$ cat config.mk
export PLATFORM = sky130hd
export DESIGN_NAME = dmem_port_arbiter
export DESIGN_NICKNAME = d
export VERILOG_FILES = /design/src/rtl/dmem_port_arbiter.sv
export SDC_FILE = /design/constraint.sdc
export NUM_CORES = 1
export LEC_CHECK = 0
export BUFFER_PORTS_ARGS = -buffer_cell sky130_fd_sc_hd__buf_2
export CAP_MARGIN = 5
export CORE_AREA = 2 2 93 95
export DETAILED_ROUTE_END_ITERATION = 8
export DIE_AREA = 0 0 95 97
export GPL_ROUTABILITY_DRIVEN = 1
export HOLD_SLACK_MARGIN = 0.1
export PLACE_DENSITY = 0.63
export SLEW_MARGIN = 10
export SYNTH_ARGS = -nofsm -noshare
export SYNTH_HDL_FRONTEND = slang
export SYNTH_SLANG_ARGS = --single-unit
$ cat constraint.sdc
create_clock -name clock -period 3.8 [get_ports clock]
set_input_delay 0.19 -clock clock [delete_from_list [all_inputs] [get_ports clock]]
set_output_delay 0.19 -clock clock [all_outputs]
set_load 0.02 [all_outputs]
$ cat src/rtl/dmem_port_arbiter.sv
// dmem_port_arbiter
// Shares one single-port synchronous dmem (12-bit word address, 32-bit data,
// 1-cycle read latency) between the CPU load/store port and a peripheral port.
// Arbitration uses fixed CPU priority, with two exceptions:
//   - a starvation timer forces a peripheral grant after MAX_WAIT denied cycles;
//   - a locked peripheral burst may hold the memory for up to BURST_MAX cycles.
//
// Handshake: a requester holds req (and its addr/wdata/wren) stable until it
// sees its grant in the same cycle (cpu_stall low / per_gnt high). A granted
// read returns one cycle later as rvalid with rdata. Writes return nothing.
//
// Optional build macro DMEM_ARB_WRITE_GUARD_EN: peripheral writes outside the
// top 1K-word window (per_addr[11:10] != 2'b11) are granted but not written.
// In that build a sticky per_wr_err output reports the blocked write.
//
// arb_state exposes the arbiter FSM state for debug.

module dmem_port_arbiter #(
    parameter int MAX_WAIT  = 8,
    parameter int BURST_MAX = 4
) (
    input  logic        clock,
    input  logic        reset,
    input  logic        cpu_req,
    input  logic        cpu_wren,
    input  logic [11:0] cpu_addr,
    input  logic [31:0] cpu_wdata,
    output logic        cpu_stall,
    output logic        cpu_rvalid,
    output logic [31:0] cpu_rdata,
    input  logic        per_req,
    input  logic        per_wren,
    input  logic [11:0] per_addr,
    input  logic [31:0] per_wdata,
    input  logic        per_lock,
    output logic        per_gnt,
    output logic        per_rvalid,
    output logic [31:0] per_rdata,
    output logic [11:0] mem_address,
    output logic [31:0] mem_data,
    output logic        mem_wren,
    input  logic [31:0] mem_q,
    output logic [1:0]  arb_state
`ifdef DMEM_ARB_WRITE_GUARD_EN
    ,
    output logic        per_wr_err
`endif
);

    typedef enum logic [1:0] {
        IDLE      = 2'd0,
        CPU_OWN   = 2'd1,
        PER_OWN   = 2'd2,
        PER_BURST = 2'd3
    } state_t;

    localparam logic [7:0] MAX_WAIT_C  = 8'(MAX_WAIT);
    localparam logic [3:0] BURST_MAX_C = 4'(BURST_MAX);

    state_t      state;
    logic [3:0]  burst_cnt;
    logic [7:0]  wait_cnt;
    logic        rd_valid;
    logic        rd_owner;   // 0 = CPU, 1 = peripheral

    logic        burst_hold;
    logic        starve;
    logic        cpu_grant;
    logic        per_grant;
    logic        per_wr_block;

    // Grant decision: burst lock, then starvation, then CPU, then peripheral.
    // Grants are masked while reset is asserted so the memory is never driven.
    always_comb begin
        burst_hold = (state == PER_BURST) && per_req && per_lock &&
                     (burst_cnt < BURST_MAX_C);
        starve     = (wait_cnt == MAX_WAIT_C) && per_req;
        per_grant  = ~reset & (burst_hold | starve | (per_req & ~cpu_req));
        cpu_grant  = ~reset & cpu_req & ~burst_hold & ~starve;
    end

`ifdef DMEM_ARB_WRITE_GUARD_EN
    // A peripheral write outside the top 1K-word window is suppressed.
    always_comb begin
        per_wr_block = per_grant & per_wren & (per_addr[11:10] != 2'b11);
    end
`else
    // The peripheral may write anywhere.
    always_comb begin
        per_wr_block = 1'b0;
    end
`endif

    // Memory-side mux: the granted requester drives the dmem, the CPU by default.
    always_comb begin
        mem_address = per_grant ? per_addr  : cpu_addr;
        mem_data    = per_grant ? per_wdata : cpu_wdata;
        if (cpu_grant)
            mem_wren = cpu_wren;
        else if (per_grant)
            mem_wren = per_wren & ~per_wr_block;
        else
            mem_wren = 1'b0;
    end

    // Requester-side outputs: stall and grant now, read return from the tag.
    always_comb begin
        cpu_stall  = cpu_req & ~cpu_grant;
        per_gnt    = per_grant;
        cpu_rvalid = rd_valid & ~rd_owner;
        per_rvalid = rd_valid & rd_owner;
        cpu_rdata  = cpu_rvalid ? mem_q : 32'h0;
        per_rdata  = per_rvalid ? mem_q : 32'h0;
        arb_state  = state;
    end

    // Arbiter FSM with its burst counter, starvation counter and read tag.
    always_ff @(posedge clock or posedge reset) begin
        if (reset) begin
            state     <= IDLE;
            burst_cnt <= 4'd0;
            wait_cnt  <= 8'd0;
            rd_valid  <= 1'b0;
            rd_owner  <= 1'b0;
        end else begin
            if (cpu_grant)
                state <= CPU_OWN;
            else if (per_grant)
                state <= per_lock ? PER_BURST : PER_OWN;
            else
                state <= IDLE;

            // Count locked peripheral grants. Once the count reaches BURST_MAX
            // the lock is ignored for a cycle. If the peripheral still wins
            // that cycle, the burst restarts at 1.
            if (per_grant && per_lock) begin
                if ((state == PER_BURST) && (burst_cnt < BURST_MAX_C))
                    burst_cnt <= burst_cnt + 4'd1;
                else
                    burst_cnt <= 4'd1;
            end else begin
                burst_cnt <= 4'd0;
            end

            // Count consecutive denied peripheral cycles, saturating.
            if (per_req && !per_grant) begin
                if (wait_cnt < MAX_WAIT_C)
                    wait_cnt <= wait_cnt + 8'd1;
            end else begin
                wait_cnt <= 8'd0;
            end

            rd_valid <= (cpu_grant & ~cpu_wren) | (per_grant & ~per_wren);
            rd_owner <= per_grant;
        end
    end

`ifdef DMEM_ARB_WRITE_GUARD_EN
    // Sticky flag for a blocked peripheral write, cleared only by reset.
    always_ff @(posedge clock or posedge reset) begin
        if (reset)
            per_wr_err <= 1'b0;
        else if (per_wr_block)
            per_wr_err <= 1'b1;
    end
`endif

endmodule

# [Yosys cells after proc, flatten, opt, wreduce, memory -nomap -nowiden]
# Index checks and enable logic that the tools add are counted.
[word_totals] elab_cells=54 register_bits=16 output_inout_bits=115 input_bits=127
[classes] n_bitwise=21 eq_ne=3 add_sub_neg=2 magnitude_cmp=2 reduce_logical=8 muxes=13
[ops] operator="32-bit 2-to-1 mux" n=3
[ops] operator="8-bit 2-to-1 mux" n=2
[ops] operator="12-bit 2-to-1 mux" n=1
[ops] operator="1-bit bitwise AND" n=10
[ops] operator="8-bit by 1-bit adder with 8-bit output (second input constant)" n=1
[ops] operator="8-bit by 4-bit == test with 1-bit output (second input constant)" n=1
[ops] operator="8-bit by 4-bit < comparator with 1-bit output (second input constant)" n=1
[ops] operator="4-bit 2-to-1 mux" n=2
[ops] operator="1-bit inverter" n=8
[ops] operator="1-bit logical AND" n=7
[ops] operator="4-bit by 1-bit adder with 4-bit output (second input constant)" n=1
[ops] operator="4-bit by 3-bit < comparator with 1-bit output (second input constant)" n=1
[ops] operator="2-bit 2-to-1 mux" n=2
[ops] operator="1-bit 2-to-1 mux" n=3
[ops] operator="1-bit OR" n=3
[ops] operator="2-bit == test (second input constant)" n=1
[ops] operator="2-bit by 1-bit inequality test with 1-bit output (second input constant)" n=1
[ops] operator="1-bit zero test" n=1

# [Depth between registers and ports, before layout]
# Gate-level depths: netlist of run 1.
[depth] ltp_word=10 mapped_depth=7 mapped_depth_nobuf=6

# [Worst setup path before layout of run 1]
# Ideal clock, no wire load.
[synth_timing] path_type="register to output" from="reg state[0] (netlist: arb_state[0])" to="out mem_address[0]" required_time_ns=3.610 t_arrival_ns=1.655 slack_ns=1.955 n_path_buf=2 stages_incl_launch_ff=7 cell_sequence="dfrtp_1 > and4bb_2 > a32oi_1 > a21o_1 > buf_6 > buf_6 > mux2_4"
[synth_via] elab_chain_len=8
[synth_rtl] item="start, declared" line_no="60" rtl="state_t state;"
[synth_rtl] item="start signal, assigned" line_no="129" rtl="state <= per_lock ? PER_BURST : PER_OWN;"
[synth_rtl] item="2-bit == test" line_no="75" rtl="burst_hold = (state == PER_BURST) && per_req && per_lock &&"
[synth_rtl] item="1-bit logical AND (3 in a row)" line_no="75"
[synth_rtl] item="1-bit OR (2 in a row)" line_no="78" rtl="per_grant = ~reset & (burst_hold | starve | (per_req & ~cpu_req));"
[synth_rtl] item="1-bit bitwise AND" line_no="78"
[synth_rtl] item="12-bit 2-to-1 mux" line_no="96" rtl="mem_address = per_grant ? per_addr : cpu_addr;"
[synth_rtl] item="end, declared" line_no="39" rtl="output logic [11:0] mem_address,"
# No other way between the ends.

# [Worst setup path in the final report of run 1]
[layout_timing] from="reg wait_cnt[0]" to="out mem_data[16]"
[layout_via] elab_chain_len=6
[layout_rtl] item="start, declared" line_no="62" rtl="logic [7:0] wait_cnt;"
[layout_rtl] item="start signal, assigned" line_no="148" rtl="wait_cnt <= wait_cnt + 8'd1;"
[layout_rtl] item="8-bit by 4-bit == test with 1-bit output" line_no="77" rtl="starve = (wait_cnt == MAX_WAIT_C) && per_req;"
[layout_rtl] item="1-bit logical AND" line_no="77"
[layout_rtl] item="1-bit OR (2 in a row)" line_no="78"
[layout_rtl] item="1-bit bitwise AND" line_no="78"
[layout_rtl] item="32-bit 2-to-1 mux" line_no="97" rtl="mem_data = per_grant ? per_wdata : cpu_wdata;"
[layout_rtl] item="end, declared" line_no="40" rtl="output logic [31:0] mem_data,"
# No other way between the ends.

==> results of run 1 <==
==> flip-flops by register name (all words and copies together) (netlist names) <==
signal     cells
rd_owner       1
burst_cnt      4
wait_cnt       8
arb_state      2
rd_valid       1
==> logic make-up after synthesis <==
group,after synthesis
compound gates,7
xor+xnor,2
buf+inv,22
other cells,1
mux,45
fa+ha+maj,3
simple gates,86
flops,16
==> worst min path at each step <==
stage,from,to
after floorplan,reset,arb_state[0]$_DFF_PP0_
after CTS,per_wren,rd_valid$_DFF_PP0_
final,per_wren,rd_valid$_DFF_PP0_
after detailed placement,reset,wait_cnt[4]$_DFFE_PP0P_
after global routing,per_wren,rd_valid$_DFF_PP0_
after global placement,reset,rd_owner$_DFF_PP0_
==> per-layer routing <==
metal | vias to the layer above | track usage (%)
li1 | 1108 | -
met1 | 992 | 16.12
met2 | 115 | 25.20
met3 | 12 | 1.869
met4 | 0 | 3.679
met5 | - | 0
==> per-stage QoR <==
stage	cell area, µm²	hold WS, ns	power (mW)	cells	worst slack [ns]
3_5_place_dp	3136	0.2229	0.4942	516	1.397
2_1_floorplan	1863	0.1200	0.3648	182	1.955
3_3_place_gp	3136	0.2188	0.4907	516	1.450
6_report	3201	0.1791	0.6383	521	1.114
5_1_grt	3201	0.1733	0.6774	521	0.9880
4_1_cts	3201	0.1798	0.6472	521	1.124
==> worst max-delay path, cell delays in order (launching register included) <==
cell and delay (ns):
dfrtp_1 0.41, inv_1 0.06, ha_1 0.19, a32oi_1 0.23, a21o_2 0.51, buf_12 0.32
mux2_4 0.34, buf_2 0.16
==> final cells by class <==
type                            instances  area, µm²  area share (%)
Clock buffer                            4      55.05           1.720
Inverter                                7      26.28          0.8210
Multi-Input combinational cell        144       1336           41.75
Sequential cell                        16      400.4           12.51
Tap cell                              105      131.4           4.105
Timing Repair Buffer                  245       1251           39.09
==> layout by cell type (no fill, tap or decap), types with 2 or more instances in the layout <==
master	Yosys	routed
ha_1	3	3
nor2b_1	3	3
buf_2	0	241
nand2_1	2	2
dfrtp_1	16	16
xnor2_1	2	2
nor3_1	4	4
and4_1	2	2
and2_1	33	33
clkbuf_8	0	4
and3_1	37	37
buf_4	0	2
inv_1	6	6
mux2_4	44	44
==> timing repair <==
item / CTS / global route
endpoints found under the hold margin: 16 / 0
setup buffers: 0 / 0
hold buffers: 1 / 0
==> power by group <==
| part | total, mW | switching [mW] | internal [mW] |
|---|---|---|---|
| combinational | 0.302 | 0.152 | 0.150 |
| sequential | 0.187 | 0.0114 | 0.176 |
| clock | 0.149 | 0.0568 | 0.0919 |
==> results.json, run 1 <==
{
  "report.final.slew_viol_count": 0,
  "yosys.area_share.simple_pct": 29.28,
  "crit_start": "wait_cnt[0]$_DFFE_PP0P_",
  "detailroute.via_count": 2227,
  "yosys_warnings": 0,
  "num-fill-cells": 823,
  "synth_xor_xnor_area_share_pct": 0.9402,
  "antenna_found_initial": 0,
  "fp.dieArea_mm2": 0.009215,
  "synth.net_count": 312,
  "critPathCaptureType": "output pin",
  "outcome": "finished clean",
  "area_growth_pct": 71.79,
  "rsz0062_at_grt": "false",
  "crit_fanout": 33,
  "max_cap_viol_count": 0,
  "rows": 33,
  "nets": 547,
  "critPathRequiredTime_ns": 3.61,
  "fmax_mhz": 372.3,
  "hpwl_mm": 5.882,
  "powerDensity_mw_per_mm2": 199.4,
  "gp_congestion": 0.8342,
  "synth_area_per_cell_um2": 10.24,
  "grt_remaining_overflow": 0,
  "cts_sinks": 16,
  "htreeDepth": 1,
  "hold_depth": 2,
  "period_minus_slack_ns": 2.686,
  "synthMuxAreaShare_pct": 36.00,
  "syn_area_mm2": 0.001863,
  "yosys.area_share.adder_pct": 2.015,
  "hold_viol": 0,
  "core_area_mm2": 0.008134,
  "reg2reg_to": "burst_cnt[1]$_DFF_PP0_",
  "yosys.area.top_type": "mux2_4",
  "leakagePower_nw": 2.198,
  "worstSetupStartpointType": "register",
  "synth_seq_area_share_pct": 21.49,
  "synthFlopType": "dfrtp_1",
  "hold_class": "primary input to register",
  "synth_edf_count": 0,
  "grt_max_degree": 35,
  "worst_pin_slew_ns": 0.8215,
  "ir_worst_vdd_mv": 0.1617,
  "dieWidth_um": 95,
  "synth.distinct_cells": 27,
  "yosys-top-cells-area": "mux2_4 35%, dfrtp_1 21%, and3_1 12%",
  "met3_length_um": 498,
  "async_flop_share_pct": 100.0,
  "ys_seq_elements": 16,
  "viasPerCell": 4.274,
  "reg2reg_depth": 6,
  "cts_tree": "built",
  "postRouteAntennaNets": 0,
  "period_share_pct": 70.69,
  "met2_length_mm": 3.541,
  "die_h_um": 97,
  "fin_skew_ns": 0.001549,
  "cts.path.max_buffers": 2,
  "reg2reg_from": "wait_cnt[0]$_DFFE_PP0P_",
  "grt_pass1_wl_mm": 10.16,
  "io_buffer_count": 241,
  "routed.top_layer": "met4",
  "worstPathArrival_ns": 2.50,
  "clock_latency_ns": 0.25,
  "synth_top_area_share_pct": 35.46,
  "setup.worst_path.class": "register to output pin",
  "grt_pass1_vias": 2151,
  "drcViolationCount": 0,
  "wl_met1_mm": 2.720,
  "synth.cells.most_frequent": "44 x mux2_4, 37 x and3_1, 33 x and2_1",
  "path_clk_slew_ns": 0.06,
  "drt_first_pass_iters": 4,
  "synth_compound_area_share_pct": 3.224,
  "first_iter_violations": 37,
  "grt_usage_pct": 13.65,
  "drive_gt1_share_pct": 71.15,
  "synth_top_family_by_area": "multiplexers",
  "cts_root_buf": "clkbuf_8",
  "num_antenna_cells": 0,
  "wl_per_cell_um": 13.17,
  "ctsResizeCount": 0,
  "setup_violations": 0,
  "slew_headroom_pct": 45.24,
  "yosysMostFrequentCell": "mux2_4",
  "rrSetupSlack_ns": 1.82,
  "start_util_pct": 22.90,
  "ios": 242,
  "post-route-util_pct": 39.35,
  "setup-tns-final_ns": 0,
  "wl_mm": 6.860,
  "netlist_instances": 182,
  "cts_buffers": 3,
  "cp-endpoint": "mem_data[16]"
}
(Power assumes the default switching activity.)
==> run 2: changes to the inputs <==
--- a/config.mk
+++ b/config.mk
@@ -5,14 +5,15 @@
 export SDC_FILE = /design/constraint.sdc
 export NUM_CORES = 1
 export LEC_CHECK = 0
+export ABC_AREA = 1
 export BUFFER_PORTS_ARGS = -buffer_cell sky130_fd_sc_hd__buf_2
 export CAP_MARGIN = 5
-export CORE_AREA = 2 2 93 95
+export CORE_AREA = 2 2 94 96
 export DETAILED_ROUTE_END_ITERATION = 8
-export DIE_AREA = 0 0 95 97
+export DIE_AREA = 0 0 96 98
 export GPL_ROUTABILITY_DRIVEN = 1
 export HOLD_SLACK_MARGIN = 0.1
-export PLACE_DENSITY = 0.63
+export PLACE_DENSITY = 0.62
 export SLEW_MARGIN = 10
 export SYNTH_ARGS = -nofsm -noshare
 export SYNTH_HDL_FRONTEND = slang
==> constraint.sdc (replaced) <==
create_clock -name clock -period 2.2 [get_ports clock]
set_input_delay 0.11 -clock clock [delete_from_list [all_inputs] [get_ports clock]]
set_output_delay 0.11 -clock clock [all_outputs]
set_load 0.02 [all_outputs]
==> run 2 against run 1 <==
  * Final area decreased by 4.1%
  * Largest power group unchanged
  * Non-clock buffer count increased by 1
  * Sequential power increased by 66%
  * Clock-buffer cell count unchanged
  * First-iteration DRC count increased by 5.4%
  * Utilization decreased by 3.1 points
  * Total power increased by 70%
  * Highest routed layer unchanged
  * Combinational power increased by 68%
  * Clock skew increased by 0.0028 ns
==> results.json, run 2 <==
{
  "ios": 242,
  "core_area_mm2": 0.008466,
  "ys_seq_elements": 16,
  "synthFlopType": "dfrtp_1",
  "cts.path.max_buffers": 2,
  "grt_pass1_vias": 2422,
  "synth_edf_count": 0,
  "die_h_um": 98,
  "period_share_pct": 91.23,
  "pre_cts_ws_ns": 0.4836,
  "yosys.area.top_type": "nand2_1",
  "setup_violations": 0,
  "wl_mm": 6.784,
  "io_buffer_count": 241,
  "seq_power_share_pct": 28.7,
  "setup.worst_path.class": "register to output pin",
  "ir_worst_vdd_mv": 0.2395,
  "slew_headroom_pct": 40.38,
  "postRouteAntennaNets": 0,
  "yosys_warnings": 0,
  "critPathCaptureType": "output pin",
  "viasPerCell": 4.031,
  "netlist_instances": 335,
  "leakagePower_nw": 2.272,
  "grt_max_degree": 52,
  "cts_buffers": 3,
  "synth_compound_area_share_pct": 1.095,
  "internal_power_uw": 664.3,
  "antenna_found_initial": 0,
  "worstSetupStartpointType": "register",
  "area_growth_pct": 79.12,
  "grt_remaining_overflow": 0,
  "pwr-share-comb_pct": 46.9,
  "cts_root_buf": "clkbuf_8",
  "synthMuxAreaShare_pct": 0,
  "switching_share_pct": 38.71,
  "synth.net_count": 465,
  "drt_first_pass_iters": 5,
  "yosys.area_share.adder_pct": 2.190,
  "worstPathArrival_ns": 1.90,
  "hold_slack_ns": 0.1140,
  "critPathRequiredTime_ns": 2.09,
  "regMostFlops": "wait_cnt",
  "num_antenna_cells": 0,
  "cts_sinks": 16,
  "async_flop_share_pct": 100.0,
  "nets": 699,
  "synth.cells.most_frequent": "153 x nand2_1, 81 x nor2_1, 51 x inv_1",
  "worst_pin_slew_ns": 0.8933,
  "yosys-top-cells-area": "nand2_1 34%, dfrtp_1 23%, nor2_1 18%",
  "powerDensity_mw_per_mm2": 353.0,
  "rsz0062_at_grt": "false",
  "place_area_mm2": 0.003005,
  "wl_per_cell_um": 10.04,
  "p_sw_uw": 419.5,
  "clockPowerShare_pct": 24.5,
  "hold_viol": 0,
  "syn_area_mm2": 0.001714,
  "period_minus_slack_ns": 2.007,
  "worst_slack_ns": 0.1929,
  "detailroute.via_count": 2725,
  "dieWidth_um": 96,
  "cts_tree": "built",
  "setup-tns-final_ns": 0,
  "final_cell_mix": "241 x buf_2, 153 x nand2_1, 81 x nor2_1, 51 x inv_1, 16 x dfrtp_1",
  "grt_pass1_wl_mm": 10.28,
  "fin_skew_ns": 0.004355,
  "start_util_pct": 20.25,
  "first_iter_violations": 39,
  "grt_usage_pct": 13.31,
  "outcome": "finished clean",
  "ctsResizeCount": 0,
  "drive_gt1_share_pct": 44.54,
  "hpwl_mm": 5.632,
  "synth.distinct_cells": 19,
  "htreeDepth": 1,
  "max_cap_viol_count": 0,
  "fmax_mhz": 498.2,
  "layout_commonest_cell": "buf_2",
  "synth_top_family_by_area": "simple AND/OR/NAND/NOR gates",
  "gp_congestion": 0.8260,
  "final_area_mm2": 0.003070,
  "hold_class": "primary input to register",
  "synth_seq_area_share_pct": 23.36,
  "fp.dieArea_mm2": 0.009408,
  "yosysMostFrequentCell": "nand2_1",
  "placed_cells": 671,
  "synth_top_area_share_pct": 33.50,
  "largest_reg_flops": 8,
  "synth_xor_xnor_area_share_pct": 0.5109,
  "report.final.slew_viol_count": 0,
  "rows": 34,
  "yosys.area_share.simple_pct": 55.11,
  "path_clk_slew_ns": 0.07,
  "fin_cells": 676,
  "crit_fanout": 48,
  "clock_latency_ns": 0.26,
  "synth_area_per_cell_um2": 5.117,
  "drcViolationCount": 0
}
run 2: path summary, 6_finish.rpt:
kind | from | to | slack [ns] | cells past startpoint
min in group asynchronous | reset | arb_state[1]$_DFF_PP0_ | 0.48 | 4
min reg2reg | wait_cnt[7]$_DFFE_PP0P_ | wait_cnt[7]$_DFFE_PP0P_ | 0.49 | 2
max reg2reg | wait_cnt[0]$_DFFE_PP0P_ | wait_cnt[3]$_DFFE_PP0P_ | 0.57 | 10
min | per_wren | rd_valid$_DFF_PP0_ | 0.11 | 2
max | wait_cnt[0]$_DFFE_PP0P_ | mem_data[13] | 0.19 | 12
max in group asynchronous | reset | rd_owner$_DFF_PP0_ | 1.53 | 4
run 2: final cells by class:
cell class | count | area (µm²)
Fill cell | 928 | 5395
Timing Repair Buffer | 246 | 1271
Inverter | 52 | 195.2
Clock buffer | 4 | 55.05
Sequential cell | 16 | 400.4
Tap cell | 108 | 135.1
Multi-Input combinational cell | 250 | 1013
run 2: power groups by stage:
stage / logic (mW) / clock network, mW / registers (mW)
after CTS: 0.514 / 0.272 / 0.311
after global placement: 0.508 / 0 / 0.316
after floorplan: 0.280 / 0 / 0.318
after detailed placement: 0.511 / 0 / 0.316
after global routing: 0.566 / 0.290 / 0.312
final: 0.508 / 0.265 / 0.311
run 2: through the flow:
| step | utilization (%) | power [mW] |
|---|---|---|
| after floorplan | - | 0.5975 |
| after global placement | 35.50 | 0.8240 |
| after detailed placement | 35.50 | 0.8269 |
| after CTS | 36.27 | 1.097 |
| after global routing | 36.27 | 1.168 |
| final | 36.27 | 1.084 |
run 2: kinds of logic after synthesis:
family,after synthesis
AND/OR/NAND/NOR,242
buffers and inverters,69
flip-flops,16
AO/OA/AOI/OAI,3
adder cells (fa/ha/maj),3
XOR/XNOR,1
other,1
run 2: per-layer routing:
| layer | wire (µm) | GRT usage (%) | vias up |
|---|---|---|---|
| met1 | 2698 | 14.72 | 1133 |
| met5 | 0 | 0 | - |
| met4 | 121 | 3.516 | 0 |
| met2 | 3343 | 25.37 | 159 |
| met3 | 621 | 2.315 | 13 |
| li1 | - | - | 1420 |
run 2: worst max-delay path, stage by stage, from the launching register on:
cell     delay [ns]
dfrtp_1        0.41
inv_1          0.09
ha_1           0.15
nand2_1        0.05
nor2_1         0.09
nand2_1        0.08
nand3_2        0.07
nand2_2        0.07
inv_2          0.07
buf_12         0.20
nand2_1        0.09
nand2_1        0.06
buf_2          0.16
run 2: repair_timing:
item,4_1_cts,5_1_grt
setup buffers,0,0
hold buffers,1,0
endpoints found under the hold margin,17,0
==> run 3: changes to the inputs <==
--- a/config.mk
+++ b/config.mk
@@ -9,11 +9,13 @@
 export BUFFER_PORTS_ARGS = -buffer_cell sky130_fd_sc_hd__buf_2
 export CAP_MARGIN = 5
 export CORE_AREA = 2 2 94 96
+export CTS_CLUSTER_SIZE = 20
 export DETAILED_ROUTE_END_ITERATION = 8
 export DIE_AREA = 0 0 96 98
 export GPL_ROUTABILITY_DRIVEN = 1
 export HOLD_SLACK_MARGIN = 0.1
 export PLACE_DENSITY = 0.62
+export RECOVER_POWER = 100
 export SLEW_MARGIN = 10
 export SYNTH_ARGS = -nofsm -noshare
 export SYNTH_HDL_FRONTEND = slang
==> run 3 against run 2 <==
  * Routed wire length increased by 0.81%
  * Sequential power about the same
  * Clock power about the same
  * Hold slack about the same
  * Critical endpoint is now mem_data[17]
  * Critical path depth unchanged
  * Global-route usage unchanged
  * Largest cell class unchanged
  * Non-clock buffer count unchanged
  * First-iteration DRC count decreased by 18%
==> results.json, run 3 (same netlist as run 2, synthesis figures left out) <==
{
  "drcViolationCount": 0,
  "htreeDepth": 1,
  "clock_latency_ns": 0.26,
  "first_iter_violations": 32,
  "worstSetupStartpointType": "register",
  "final_cell_mix": "153 x nand2_1, 128 x buf_2, 81 x nor2_1, 71 x clkbuf_1, 51 x inv_1",
  "clockPowerShare_pct": 24.7,
  "slew_headroom_pct": 40.00,
  "worstPathArrival_ns": 1.91,
  "placed_cells": 671,
  "fmax_mhz": 494.7,
  "leakagePower_nw": 1.980,
  "antenna_found_initial": 0,
  "start_util_pct": 20.25,
  "dieWidth_um": 96,
  "worst_pin_slew_ns": 0.8990,
  "cts.path.max_buffers": 2,
  "ir_worst_vdd_mv": 0.2378,
  "core_area_mm2": 0.008466,
  "fin_skew_ns": 0.004578,
  "period_minus_slack_ns": 2.021,
  "cts_sinks": 16,
  "cts_root_buf": "clkbuf_8",
  "outcome": "finished clean",
  "crit_fanout": 48,
  "setup-tns-final_ns": 0,
  "largest_reg_flops": 8,
  "switching_share_pct": 39.37,
  "ios": 242,
  "hold_class": "primary input to register",
  "wl_per_cell_um": 10.12,
  "p_sw_uw": 423.8,
  "rows": 34,
  "hpwl_mm": 5.632,
  "max_cap_viol_count": 0,
  "io_buffer_count": 241,
  "rsz0062_at_grt": "false",
  "postRouteAntennaNets": 0,
  "cts_buffers": 3,
  "grt_remaining_overflow": 0,
  "period_share_pct": 91.88,
  "grt_usage_pct": 13.31,
  "final_area_mm2": 0.002977,
  "ctsResizeCount": 0,
  "area_growth_pct": 73.65,
  "path_clk_slew_ns": 0.07,
  "postCtsSetupBuffers": 0,
  "seq_power_share_pct": 28.9,
  "powerDensity_mw_per_mm2": 361.7,
  "report.final.slew_viol_count": 0,
  "die_h_um": 98,
  "drive_gt1_share_pct": 32.04,
  "place_area_mm2": 0.003005,
  "drt_first_pass_iters": 4,
  "nets": 699,
  "detailroute.via_count": 2725,
  "setup_violations": 0,
  "grt_max_degree": 52,
  "cts_hold_buffers": 1,
  "cts_tree": "built",
  "critPathCaptureType": "output pin",
  "post-route-util_pct": 35.16,
  "fp.dieArea_mm2": 0.009408,
  "hold_viol": 0,
  "layout_commonest_cell": "nand2_1",
  "grt_pass1_wl_mm": 10.28,
  "num_antenna_cells": 0,
  "internal_power_uw": 652.7,
  "critPathRequiredTime_ns": 2.09,
  "setup.worst_path.class": "register to output pin",
  "wl_mm": 6.839,
  "pwr-share-comb_pct": 46.5,
  "gp_congestion": 0.8260,
  "regMostFlops": "wait_cnt",
  "grt_pass1_vias": 2422,
  "viasPerCell": 4.031,
  "fin_cells": 676
}
run 3: cell count changes in the layout (fill, tap and decap cells not counted):
cell and delta:
buf_4 -2, clkbuf_1 +71, buf_2 -113, clkbuf_2 +44
run 3: power groups by stage:
stage | sequential [mW] | combinational, mW | clock, mW
3_3_place_gp | 0.316 | 0.508 | 0
4_1_cts | 0.311 | 0.514 | 0.272
5_1_grt | 0.312 | 0.558 | 0.290
3_5_place_dp | 0.316 | 0.511 | 0
6_report | 0.311 | 0.500 | 0.265
2_1_floorplan | 0.318 | 0.280 | 0
run 3: layer usage:
metal  track usage (%)  share of wire, %
met4             3.516               1.8
met5                 0                 0
met1             14.72                40
met3             2.315               9.7
met2             25.37                49
run 3: critical path: stages, from the launching register on:
cell and delay, ns:
dfrtp_1 0.41, inv_1 0.09, ha_1 0.15, nand2_1 0.05, nor2_1 0.09, nand2_1 0.08, nand3_2 0.07, nand2_2 0.07
inv_2 0.07, buf_12 0.20, nand2_1 0.08, nand2_1 0.08, clkbuf_2 0.17
run 3: cell type report:
class | count | area (µm²)
fillers | 978 | 5489
flip-flops and latches | 16 | 400.4
multi-input cells | 250 | 1013
well taps | 108 | 135.1
inverters | 52 | 195.2
repair buffers | 246 | 1177
clock buffers | 4 | 55.05
run 3: path summary, 6_finish.rpt:
check                                         from                      end  slack (ns)  cells after the start
max in group asynchronous                    reset       rd_owner$_DFF_PP0_        0.96                      4
min                                       per_wren       rd_valid$_DFF_PP0_        0.11                      2
max                        wait_cnt[0]$_DFFE_PP0P_             mem_data[17]        0.18                     12
max reg2reg                wait_cnt[0]$_DFFE_PP0P_  wait_cnt[3]$_DFFE_PP0P_        0.57                     10
min reg2reg                wait_cnt[7]$_DFFE_PP0P_  wait_cnt[7]$_DFFE_PP0P_        0.49                      2
min in group asynchronous                    reset   arb_state[1]$_DFF_PP0_        0.71                      4
run 3: through the flow:
stage                     hold slack [ns]  power (mW)  setup slack (ns)
final                              0.1139       1.077            0.1787
after global routing               0.1143       1.160           0.01450
after CTS                          0.1092       1.097            0.1808
after detailed placement           0.1916      0.8269            0.4836
after global placement             0.1946      0.8240            0.5150
after floorplan                   0.03947      0.5975            0.6037
